## src/rtl/game_pkg.sv

```systemverilog
// Shared types for the whack-a-mole game-flow controller: state codes and sound codes.
package game_pkg;

    // Game states; encodings are visible on the state output.
    typedef enum logic [2:0] {
        StReady      = 3'd1,
        StPlaying    = 3'd2,
        StGameOver   = 3'd3,
        StStageClear = 3'd4,
        StGameClear  = 3'd5,
        StCountdown  = 3'd6
    } game_state_e;

    // Sound codes handed to the sound player.
    typedef enum logic [2:0] {
        SndNone       = 3'd0,
        SndBeep       = 3'd1,
        SndStart      = 3'd2,
        SndHit        = 3'd3,
        SndMiss       = 3'd4,
        SndStageClear = 3'd5,
        SndGameOver   = 3'd6,
        SndGameClear  = 3'd7
    } snd_mode_e;

    // Decrement that holds at zero.
    function automatic logic [6:0] sat_dec7(input logic [6:0] v);
        return (v == 7'd0) ? 7'd0 : v - 7'd1;
    endfunction

    function automatic logic [3:0] sat_dec4(input logic [3:0] v);
        return (v == 4'd0) ? 4'd0 : v - 4'd1;
    endfunction

endpackage

```

## src/rtl/snd_req_arb.sv

```systemverilog
// Sound request arbiter: latches the newest request and issues it as a one-cycle
// pulse on the first cycle the sound player is idle.
module snd_req_arb
    import game_pkg::*;
(
    input  logic       clk_1mhz,
    input  logic       rst,
    input  logic       i_req,
    input  logic [2:0] i_mode,
    input  logic       i_snd_busy,
    output logic       o_snd_req,
    output logic [2:0] o_snd_mode,
    output logic       o_pending
);

    logic       r_pending;
    logic [2:0] r_pend_mode;
    logic       r_snd_req;
    logic [2:0] r_snd_mode;

    logic       w_have;
    logic [2:0] w_mode;
    logic       w_issue;

    // A request arriving this cycle overrides whatever is still pending.
    always_comb begin
        w_have  = i_req | r_pending;
        w_mode  = i_req ? i_mode : r_pend_mode;
        w_issue = w_have & ~i_snd_busy;
    end

    // Pending latch plus registered request pulse and held mode.
    always_ff @(posedge clk_1mhz) begin
        if (rst) begin
            r_pending   <= 1'b0;
            r_pend_mode <= SndNone;
            r_snd_req   <= 1'b0;
            r_snd_mode  <= SndNone;
        end else begin
            r_snd_req <= w_issue;
            if (w_issue) begin
                r_snd_mode <= w_mode;
            end
            r_pending <= w_have & i_snd_busy;
            if (w_have) begin
                r_pend_mode <= w_mode;
            end
        end
    end

    assign o_snd_req  = r_snd_req;
    assign o_snd_mode = r_snd_mode;
    assign o_pending  = r_pending;

endmodule

```

## src/rtl/game_flow_ctrl.sv

```systemverilog
// Whack-a-mole game-flow controller: sequences countdown, play, stage/game end,
// scores hits against N_MOLES mole channels and requests sounds through snd_req_arb.
module game_flow_ctrl
    import game_pkg::*;
#(
    parameter int unsigned N_HOLES        = 8,
    parameter int unsigned N_MOLES        = 2,
    parameter int unsigned N_STAGES       = 3,
    parameter int unsigned LIVES          = 3,
    parameter int unsigned STAGE_SECS     = 30,
    parameter int unsigned COUNTDOWN_SECS = 3,
    parameter int unsigned SCORE_W        = 10,
    parameter int unsigned START_KEY      = 10
) (
    input  logic                 clk_1mhz,
    input  logic                 rst,
    input  logic                 sec_tick,
    input  logic                 btn_pressed,
    input  logic [3:0]           btn_value,
    input  logic [4*N_MOLES-1:0] mole_pos,
    input  logic                 snd_busy,
    output logic                 snd_req,
    output logic [2:0]           snd_mode,
    output logic [2:0]           state,
    output logic [3:0]           stage,
    output logic [3:0]           lives,
    output logic [6:0]           timer,
    output logic                 timer_running,
    output logic                 mole_enable,
    output logic [N_MOLES-1:0]   hit_mask,
    output logic [SCORE_W-1:0]   score,
    output logic [SCORE_W-1:0]   high_score,
    output logic                 high_score_updated
);

    localparam logic [3:0] HolesMax  = 4'(N_HOLES);
    localparam logic [3:0] StageLast = 4'(N_STAGES);
    localparam logic [3:0] LivesInit = 4'(LIVES);
    localparam logic [6:0] StageSecs = 7'(STAGE_SECS);
    localparam logic [6:0] CdSecs    = 7'(COUNTDOWN_SECS);
    localparam logic [3:0] StartKey  = 4'(START_KEY);

    game_state_e r_state;
    game_state_e w_state_d;

    logic               r_btn_prev;
    logic [3:0]         r_stage;
    logic [3:0]         r_lives;
    logic [6:0]         r_timer;
    logic [SCORE_W-1:0] r_score;
    logic [SCORE_W-1:0] r_high_score;
    logic               r_hs_upd;
    logic [N_MOLES-1:0] r_hit_mask;

    logic [3:0]         w_stage_d;
    logic [3:0]         w_lives_d;
    logic [6:0]         w_timer_d;
    logic [SCORE_W-1:0] w_score_d;
    logic [SCORE_W-1:0] w_hs_d;
    logic               w_hs_upd_d;
    logic [N_MOLES-1:0] w_hit_mask_d;

    logic               w_press;
    logic               w_start;
    logic               w_valid_key;
    logic [N_MOLES-1:0] w_match;
    logic               w_hit;
    logic               w_miss;
    logic [SCORE_W:0]   w_score_sum;
    logic [SCORE_W-1:0] w_score_add;

    logic               w_req;
    snd_mode_e          w_req_mode;
    logic               w_arb_pending;

    // Key decode: press edge, start key, hole-range check and per-channel match.
    always_comb begin
        w_press     = btn_pressed & ~r_btn_prev;
        w_start     = w_press && (btn_value == StartKey);
        w_valid_key = w_press && (btn_value != 4'd0) && (btn_value <= HolesMax);
        for (int k = 0; k < int'(N_MOLES); k++) begin
            // Empty channels read 0, which no valid key can equal.
            w_match[k] = (mole_pos[4*k +: 4] == btn_value);
        end
        w_hit       = w_valid_key && (|w_match);
        w_miss      = w_valid_key && !(|w_match);
        w_score_sum = {1'b0, r_score} + (SCORE_W + 1)'(r_stage);
        w_score_add = w_score_sum[SCORE_W] ? {SCORE_W{1'b1}} : w_score_sum[SCORE_W-1:0];
    end

    // State register.
    always_ff @(posedge clk_1mhz) begin
        if (rst) begin
            r_state <= StReady;
        end else begin
            r_state <= w_state_d;
        end
    end

    // Next state and sound request; end-of-play sounds override the hit/miss sound.
    always_comb begin
        w_state_d  = r_state;
        w_req      = 1'b0;
        w_req_mode = SndNone;
        case (r_state)
            StReady: begin
                if (w_start) begin
                    w_state_d = StCountdown;
                end
            end
            StCountdown: begin
                if (sec_tick) begin
                    w_req = 1'b1;
                    if (r_timer > 7'd1) begin
                        w_req_mode = SndBeep;
                    end else begin
                        w_req_mode = SndStart;
                        w_state_d  = StPlaying;
                    end
                end
            end
            StPlaying: begin
                if (w_hit) begin
                    w_req      = 1'b1;
                    w_req_mode = SndHit;
                end else if (w_miss) begin
                    w_req      = 1'b1;
                    w_req_mode = SndMiss;
                end
                if (w_miss && (r_lives <= 4'd1)) begin
                    w_state_d  = StGameOver;
                    w_req      = 1'b1;
                    w_req_mode = SndGameOver;
                end else if (sec_tick && (r_timer <= 7'd1)) begin
                    w_req = 1'b1;
                    if (r_stage < StageLast) begin
                        w_state_d  = StStageClear;
                        w_req_mode = SndStageClear;
                    end else begin
                        w_state_d  = StGameClear;
                        w_req_mode = SndGameClear;
                    end
                end
            end
            StStageClear: begin
                // Entry request is either pending or pulsing; leave once both are done.
                if (!w_arb_pending && !snd_req && !snd_busy) begin
                    w_state_d = StReady;
                end
            end
            StGameOver, StGameClear: begin
                if (w_start) begin
                    w_state_d = StReady;
                end
            end
            default: w_state_d = StReady;
        endcase
    end

    // Output decode from the state register.
    always_comb begin
        state         = r_state;
        timer_running = (r_state == StCountdown) || (r_state == StPlaying);
        mole_enable   = (r_state == StPlaying);
    end

    // Datapath next values: timer, lives, score, stage and high score.
    always_comb begin
        w_stage_d    = r_stage;
        w_lives_d    = r_lives;
        w_timer_d    = r_timer;
        w_score_d    = r_score;
        w_hs_d       = r_high_score;
        w_hs_upd_d   = r_hs_upd;
        w_hit_mask_d = '0;
        case (r_state)
            StReady: begin
                if (w_start) begin
                    w_timer_d = CdSecs;
                end
            end
            StCountdown: begin
                if (sec_tick) begin
                    w_timer_d = (r_timer > 7'd1) ? r_timer - 7'd1 : StageSecs;
                end
            end
            StPlaying: begin
                if (w_hit) begin
                    w_hit_mask_d = w_match;
                    w_score_d    = w_score_add;
                end
                if (w_miss) begin
                    w_lives_d = sat_dec4(r_lives);
                end
                if (sec_tick) begin
                    w_timer_d = sat_dec7(r_timer);
                end
                // Compare against the score including any hit landing this cycle.
                if ((w_state_d == StGameOver) || (w_state_d == StGameClear)) begin
                    if (w_score_d > r_high_score) begin
                        w_hs_d     = w_score_d;
                        w_hs_upd_d = 1'b1;
                    end
                end
            end
            StStageClear: begin
                if (w_state_d == StReady) begin
                    w_stage_d = r_stage + 4'd1;
                end
            end
            StGameOver, StGameClear: begin
                if (w_start) begin
                    w_stage_d  = 4'd1;
                    w_lives_d  = LivesInit;
                    w_score_d  = '0;
                    w_hs_upd_d = 1'b0;
                end
            end
            default: ;
        endcase
    end

    // Datapath registers.
    always_ff @(posedge clk_1mhz) begin
        if (rst) begin
            r_btn_prev   <= 1'b0;
            r_stage      <= 4'd1;
            r_lives      <= LivesInit;
            r_timer      <= 7'd0;
            r_score      <= '0;
            r_high_score <= '0;
            r_hs_upd     <= 1'b0;
            r_hit_mask   <= '0;
        end else begin
            r_btn_prev   <= btn_pressed;
            r_stage      <= w_stage_d;
            r_lives      <= w_lives_d;
            r_timer      <= w_timer_d;
            r_score      <= w_score_d;
            r_high_score <= w_hs_d;
            r_hs_upd     <= w_hs_upd_d;
            r_hit_mask   <= w_hit_mask_d;
        end
    end

    assign stage              = r_stage;
    assign lives              = r_lives;
    assign timer              = r_timer;
    assign score              = r_score;
    assign high_score         = r_high_score;
    assign high_score_updated = r_hs_upd;
    assign hit_mask           = r_hit_mask;

    snd_req_arb u_snd_req_arb (
        .clk_1mhz   (clk_1mhz),
        .rst        (rst),
        .i_req      (w_req),
        .i_mode     (w_req_mode),
        .i_snd_busy (snd_busy),
        .o_snd_req  (snd_req),
        .o_snd_mode (snd_mode),
        .o_pending  (w_arb_pending)
    );

endmodule

```

## config.mk

```make
export PLATFORM = sky130hd
export DESIGN_NAME = game_flow_ctrl
export DESIGN_NICKNAME = d
export VERILOG_FILES = /design/src/rtl/game_pkg.sv /design/src/rtl/snd_req_arb.sv /design/src/rtl/game_flow_ctrl.sv
export SDC_FILE = /design/constraint.sdc
export NUM_CORES = 1
export LEC_CHECK = 0
export CAP_MARGIN = 10
export CORE_ASPECT_RATIO = 0.75
export CORE_MARGIN = 3
export CORE_UTILIZATION = 34
export CTS_CLUSTER_DIAMETER = 120
export DETAILED_ROUTE_END_ITERATION = 7
export HOLD_SLACK_MARGIN = 0.1
export MAX_ROUTING_LAYER = met4
export PLACE_DENSITY = 0.7
export SYNTH_ARGS = -nofsm -noshare
export SYNTH_HDL_FRONTEND = slang
export SYNTH_SLANG_ARGS = --single-unit
```

## constraint.sdc

```tcl
create_clock -name clk_1mhz -period 3.6 [get_ports clk_1mhz]
set_input_delay 0.54 -clock clk_1mhz [delete_from_list [all_inputs] [get_ports clk_1mhz]]
set_output_delay 0.54 -clock clk_1mhz [all_outputs]
set_load 0.005 [all_outputs]
```

==> flow_summary.yaml, run 1 <==
global_routing:
  met3_usage_pct: 3.65
  grt_use_total_pct: 17.5
  grt_max_degree: 51
  busiest_layer: "met1"
  grt_pass1_vias: 2827
  antenna_found_initial: 0
  gr-usage-met2_pct: 24.7
  use_met1_pct: 25.6
  grt_pass1_wl_um: 14200
  globalRouteOverflowTotal: 0
timing:
  slew_viol_final: 0
  fin_skew_ps: 7.58
  fin_crit_sh_pct: 94.8
  setup_violations: 0
  worst_slack_ps: 188
  fin_crit_ps: 3410
  hold_violations: 0
  tns_ps: 0
  worst_pin_slew_ps: 722
  max_freq_ghz: 0.293
  relSlewSlack_pct: 51.9
synthesis:
  syn-cell-area_um2: 3140
  yosys.area.top_type: "dfxtp_1"
  synth_warnings: 0
  postSynthNetCount: 412
  post_synth_num_cell_types: 64
  netlist_instances: 376
  ys_seq_area_share_pct: 31.9
  ys_ff_latch: 50
  synth.avg_cell_area_um2: 8.36
  synth.area.top_cells: "dfxtp_1 32%, ha_1 7.2%, nor2_1 6.0%"
  synth-edff-count: 0
  synth_top_area_share_pct: 31.9
  synthArstFlopShare_pct: 0
  synth-main-ff-cell: "dfxtp_1"
setup_path:
  crit_slowest_cell: "clkdlybuf4s50_1"
  r2r_start: "stage[0]$_SDFFE_PP1P_"
  timing.reg2reg.setup_slack_ps: 250
  crit_chain: "clkdlybuf4s50_1 -> xnor2_1 -> nand4_1 -> a21bo_4 -> nor3_2 -> mux2_2 -> ha_1 -> o21a_1 -> o21ai_0 -> nor4_2 -> buf_4 -> mux2i_1 -> nor2_1"
  cp-start-kind: "input port"
  cp_data_arrival_time_ps: 3570
  critical_path_class: "in -> reg"
  worstReg2RegEnd: "high_score[7]$_SDFFE_PP0P_"
  worst-r2r-cell-count: 18
  path_max_fanout: 7
  critical_path.max_stage_delay_ps: 480
  worst_setup_path_end_kind: "flip-flop"
  required_ps: 3760
clock_network:
  htreeDepth: 2
  cts.sinks: 50
  cts_buffer_depth: 2
  cts_tree: "done"
  cts_made_buffers: 5
  clockRootBuffer: "clkbuf_16"
  clk_latency_ps: 290
  cts_hold_buf: 0
  clk_pin_slew_ps: 70
place:
  hpwl_um: 6570
  pre_cts_slack_ps: -443
  port_buffers: 63
  gp_congestion: 0.894
  placed_cells: 557
routing:
  dr.pass1.iters: 5
  routed_via_density: 5.37
  dr.first_iter.drc_count: 254
  wirelength_um: 8970
  vias: 3073
  avgRoutedWirePerCell_um: 15.7
  antenna_left: 0
  drc_errors: 0
floorplan:
  io_pins: 64
  die-width_um: 117
  die_area_um2: 10400
  rows: 29
  start_util_pct: 36.1
  core_area_um2: 8710
  dieHeight_um: 89.3
power:
  power_density_nw_per_um2: 277
  seq_power_share_pct: 46.7
  p_leak_nw: 1.65
  p_sw_mw: 0.268
  power_mw: 1.20
  sw_frac_of_total_pct: 22.4
  intPower_mw: 0.929
  irDropWorstVdd_mv: 0.329
  clkPwrFrac_pct: 45.6
  comb_power_share_pct: 7.7
outcome:
  outcome: "complete, no violations"
finish:
  final_layout_size_suffix_gt1_share_pct: 18.1
  final_core_util_pct: 49.6
  antenna_cells: 0
  final_common_cell: "clkdlybuf4s50_1"
  area_growth_pct: 37.4
  layout_common_cells: "59 x clkdlybuf4s50_1, 49 x nor2_1, 49 x dfxtp_1"
  nNetsFinal: 499
  final_cell_count_no_fill: 572
min_path:
  worstHoldEndpoint: "u_snd_req_arb.r_pend_mode[1]$_SDFFE_PP0N_"
  min_from: "u_snd_req_arb.r_pend_mode[1]$_SDFFE_PP0N_"
  worstHoldPathType: "reg -> reg"
  worstHoldPathCells: 2
job:
  cap_violations: 0
-- flip-flops by register name, indices dropped and copies added (netlist names) --
register and cells:
hit_mask 2, lives 4, u_snd_req_arb.r_pend_mode 3, high_score 10
high_score_updated 1, u_snd_req_arb.o_snd_mode 3, state 3, score 10
timer 7, stage 4, r_btn_prev 1, u_snd_req_arb.o_pending 1
u_snd_req_arb.o_snd_req 1
-- kinds of logic (layout without fill, tap and decap cells) --
group,count (synthesis),in the layout,share of synthesized area (%)
multiplexers,18,18,6.13
AO/OA/AOI/OAI,89,89,19.3
XOR/XNOR,17,17,4.74
AND/OR/NAND/NOR,149,149,23.6
adder cells (fa/ha/maj),19,19,7.81
buffers and inverters,34,122,6.57
flip-flops,50,50,31.9
-- area by class of cell --
cell class | instances | area (um^2)
fillers | 835 | 4390
multi-input cells | 292 | 2080
flip-flops and latches | 50 | 1000
repair buffers | 96 | 858
well taps | 108 | 135
clock buffers | 5 | 125
inverters | 18 | 67.6
clock inverters | 3 | 43.8
-- synthesized netlist by cell type (all sizes together) (7+ instances only) --
cell / instances
a21oi: 29
buf: 8
clkbuf: 8
dfxtp: 50
ha: 18
inv: 18
mux2: 7
mux2i: 11
nand2: 28
nand3: 9
nand4: 9
nor2: 50
nor3: 19
o21ai: 17
xnor2: 13
-- power groups by stage --
stage	registers (mW)	clock network (mW)	logic [mW]
finish	0.559	0.546	0.0925
global route	0.559	0.580	0.101
CTS	0.558	0.557	0.0904
detailed placement	0.571	0	0.0913
global placement	0.571	0	0.0894
floorplan	0.570	0	0.0548
-- per-layer routing --
layer	share of wire, %	wire, um
met1	51	4550
met2	42	3780
met3	6.1	545
met4	0.99	89
met5	0	0
-- through the flow --
stage | area (um^2) | hold slack, ps
floorplan | 3140 | 451
global placement | 3960 | 464
detailed placement | 3960 | 471
CTS | 4150 | 493
global route | 4320 | 527
finish | 4320 | 491
-- worst max path at each step --
stage / from / cells after the start / slack, ps / end
2_1_floorplan: stage[0]$_SDFFE_PP1P_ / 16 / 130 / high_score[1]$_SDFFE_PP0P_
3_3_place_gp: btn_value[0] / 13 / -310 / high_score[3]$_SDFFE_PP0P_
3_5_place_dp: btn_value[0] / 13 / -440 / high_score[3]$_SDFFE_PP0P_
4_1_cts: stage[0]$_SDFFE_PP1P_ / 15 / 50 / high_score[8]$_SDFFE_PP0P_
5_1_grt: mole_pos[1] / 13 / -20 / high_score[4]$_SDFFE_PP0P_
6_report: mole_pos[1] / 13 / 190 / high_score[7]$_SDFFE_PP0P_
-- repair_timing --
| item | in CTS | in global routing |
|---|---|---|
| cloned | 1 | 0 |
| buffers inserted | 1 | 5 |
| pin swaps | 2 | 11 |
| hold endpoints to repair | 0 | 0 |
| resized for setup | 8 | 30 |
| endpoints found under the setup margin | 11 | 11 |
-- worst max-delay path: cells and delay by family --
family,cells,cell delay [ps]
muxes,2,590
xor gates and xnor gates,1,120
adders and majority gates,1,310
and+or+nand+nor,4,770
AOI/OAI and AO/OA,3,520
buffers and inverters,2,720
No activity file was read; power rests on OpenSTA's default activity.
==> run 2, diff against run 1 <==
- RECOVER_POWER: unset -> 100
==> run 2 against run 1 <==
  * Critical endpoint is now high_score[0]$_SDFFE_PP0P_
  * Maximum frequency hardly changed
  * Utilization is 0.19 points lower
  * Combinational power is 2.5% lower
  * Global-route usage unchanged
  * Largest power group unchanged
  * Total power is essentially flat
  * Via count is 0.75% higher
==> flow_summary.yaml, run 2 (synthesis results as in run 1) <==
outcome:
  outcome: "complete, no violations"
floorplan:
  rows: 29
  io_pins: 64
  start_util_pct: 36.1
  die-width_um: 117
  die_area_um2: 10400
  core_area_um2: 8710
  dieHeight_um: 89.3
power:
  seq_power_share_pct: 46.6
  clkPwrFrac_pct: 45.8
  sw_frac_of_total_pct: 22.6
  irDropWorstVdd_mv: 0.332
  comb_power_share_pct: 7.5
  power_mw: 1.20
  p_sw_mw: 0.271
  power_density_nw_per_um2: 279
  p_leak_nw: 1.77
  intPower_mw: 0.927
timing:
  fin_crit_sh_pct: 94.8
  worst_pin_slew_ps: 723
  tns_ps: 0
  max_freq_ghz: 0.293
  slew_viol_final: 0
  setup_violations: 0
  worst_slack_ps: 189
  hold_violations: 0
  hold_ws_ps: 496
  fin_skew_ps: 7.55
  relSlewSlack_pct: 51.8
  fin_crit_ps: 3410
routing:
  routed_via_density: 5.41
  dr.first_iter.drc_count: 244
  met1_length_um: 4430
  top_layer: "met4"
  avgRoutedWirePerCell_um: 15.6
  vias: 3096
  wirelength_um: 8930
  drc_errors: 0
  met2_wirelength_um: 3790
  dr.pass1.iters: 5
  met3_wirelength_um: 609
  antenna_left: 0
global_routing:
  antenna_found_initial: 0
  grt_pass1_wl_um: 14200
  grt_use_total_pct: 17.5
  grt_max_degree: 51
  grt_pass1_vias: 2827
  globalRouteOverflowTotal: 0
finish:
  fin_area_um2: 4300
  nNetsFinal: 499
  layout_common_cells: "50 x dfxtp_1, 49 x nor2_1, 43 x dlygate4sd3_1"
  antenna_cells: 0
  area_growth_pct: 36.8
  final_core_util_pct: 49.4
  nFillCells: 838
  final_layout_size_suffix_gt1_share_pct: 16.8
  final_cell_count_no_fill: 572
  final_common_cell: "dfxtp_1"
setup_path:
  required_ps: 3760
  worst_setup_path_end_kind: "flip-flop"
  path_max_fanout: 7
  timing.reg2reg.setup_slack_ps: 250
  cp_data_arrival_time_ps: 3570
  r2r_start: "stage[1]$_SDFFE_PP0P_"
  critical_path_class: "in -> reg"
  cp-start-kind: "input port"
  worst-r2r-cell-count: 17
  worstReg2RegEnd: "high_score[0]$_SDFFE_PP0P_"
place:
  placed_cells: 557
  hpwl_um: 6570
  pre_cts_slack_ps: -443
  place_area_um2: 3960
  port_buffers: 63
  gp_congestion: 0.894
min_path:
  worstHoldEndpoint: "u_snd_req_arb.r_pend_mode[1]$_SDFFE_PP0N_"
  worstHoldPathCells: 2
  worstHoldPathType: "reg -> reg"
  min_from: "u_snd_req_arb.r_pend_mode[1]$_SDFFE_PP0N_"
clock_network:
  clk_pin_slew_ps: 70
  clockRootBuffer: "clkbuf_16"
  cts_hold_buf: 0
  cts_made_buffers: 5
  htreeDepth: 2
  clk_latency_ps: 290
  cts_buffer_depth: 2
  cts_tree: "done"
  cts.sinks: 50
job:
  cap_violations: 0
==> run 2: worst max path at each step <==
stage,start,endpoint,depth (start not counted)
4_1_cts,stage[0]$_SDFFE_PP1P_,high_score[8]$_SDFFE_PP0P_,15
2_1_floorplan,stage[0]$_SDFFE_PP1P_,high_score[1]$_SDFFE_PP0P_,16
6_report,mole_pos[1],high_score[0]$_SDFFE_PP0P_,13
3_3_place_gp,btn_value[0],high_score[3]$_SDFFE_PP0P_,13
3_5_place_dp,btn_value[0],high_score[3]$_SDFFE_PP0P_,13
5_1_grt,mole_pos[1],high_score[4]$_SDFFE_PP0P_,13
==> run 2: routing by layer <==
layer / vias to the layer above / GRT usage [%]
met1: 1469 / 25.6
li1: 1516 / -
met2: 102 / 24.7
met3: 9 / 3.65
met4: 0 / 3.54
met5: - / -
==> run 2: power groups by stage <==
| stage | Sequential (mW) | Combinational (mW) | Clock, mW |
|---|---|---|---|
| finish | 0.558 | 0.0902 | 0.549 |
| global route | 0.559 | 0.0985 | 0.580 |
| CTS | 0.558 | 0.0904 | 0.557 |
| global placement | 0.571 | 0.0894 | 0 |
| detailed placement | 0.571 | 0.0913 | 0 |
| floorplan | 0.570 | 0.0548 | 0 |
==> run 2: area by class of cell <==
cell class	instances	area, um^2	area share [%]
Inverter	18	67.6	1.57
Clock inverter	3	43.8	1.02
Tap cell	108	135	3.14
Multi-Input combinational cell	292	2080	48.3
Clock buffer	5	125	2.91
Timing Repair Buffer	96	850	19.8
Sequential cell	50	1000	23.3
==> run 2: critical path, cell delays in order <==
cell and delay [ps]:
clkdlybuf4s50_1 480, xnor2_1 120, nand4_1 190, a21bo_4 310, nor3_2 230, mux2_2 390
ha_1 310, o21a_1 120, o21ai_0 90, nor4_2 300, buf_4 240, mux2i_1 210
nor2_1 50
==> run 2: what timing repair did <==
item                                    in CTS  in global routing
endpoints found under the setup margin      11                 11
resized for setup                            8                 30
setup buffers                                1                  5
cloned                                       1                  0
pin swaps                                    2                 11
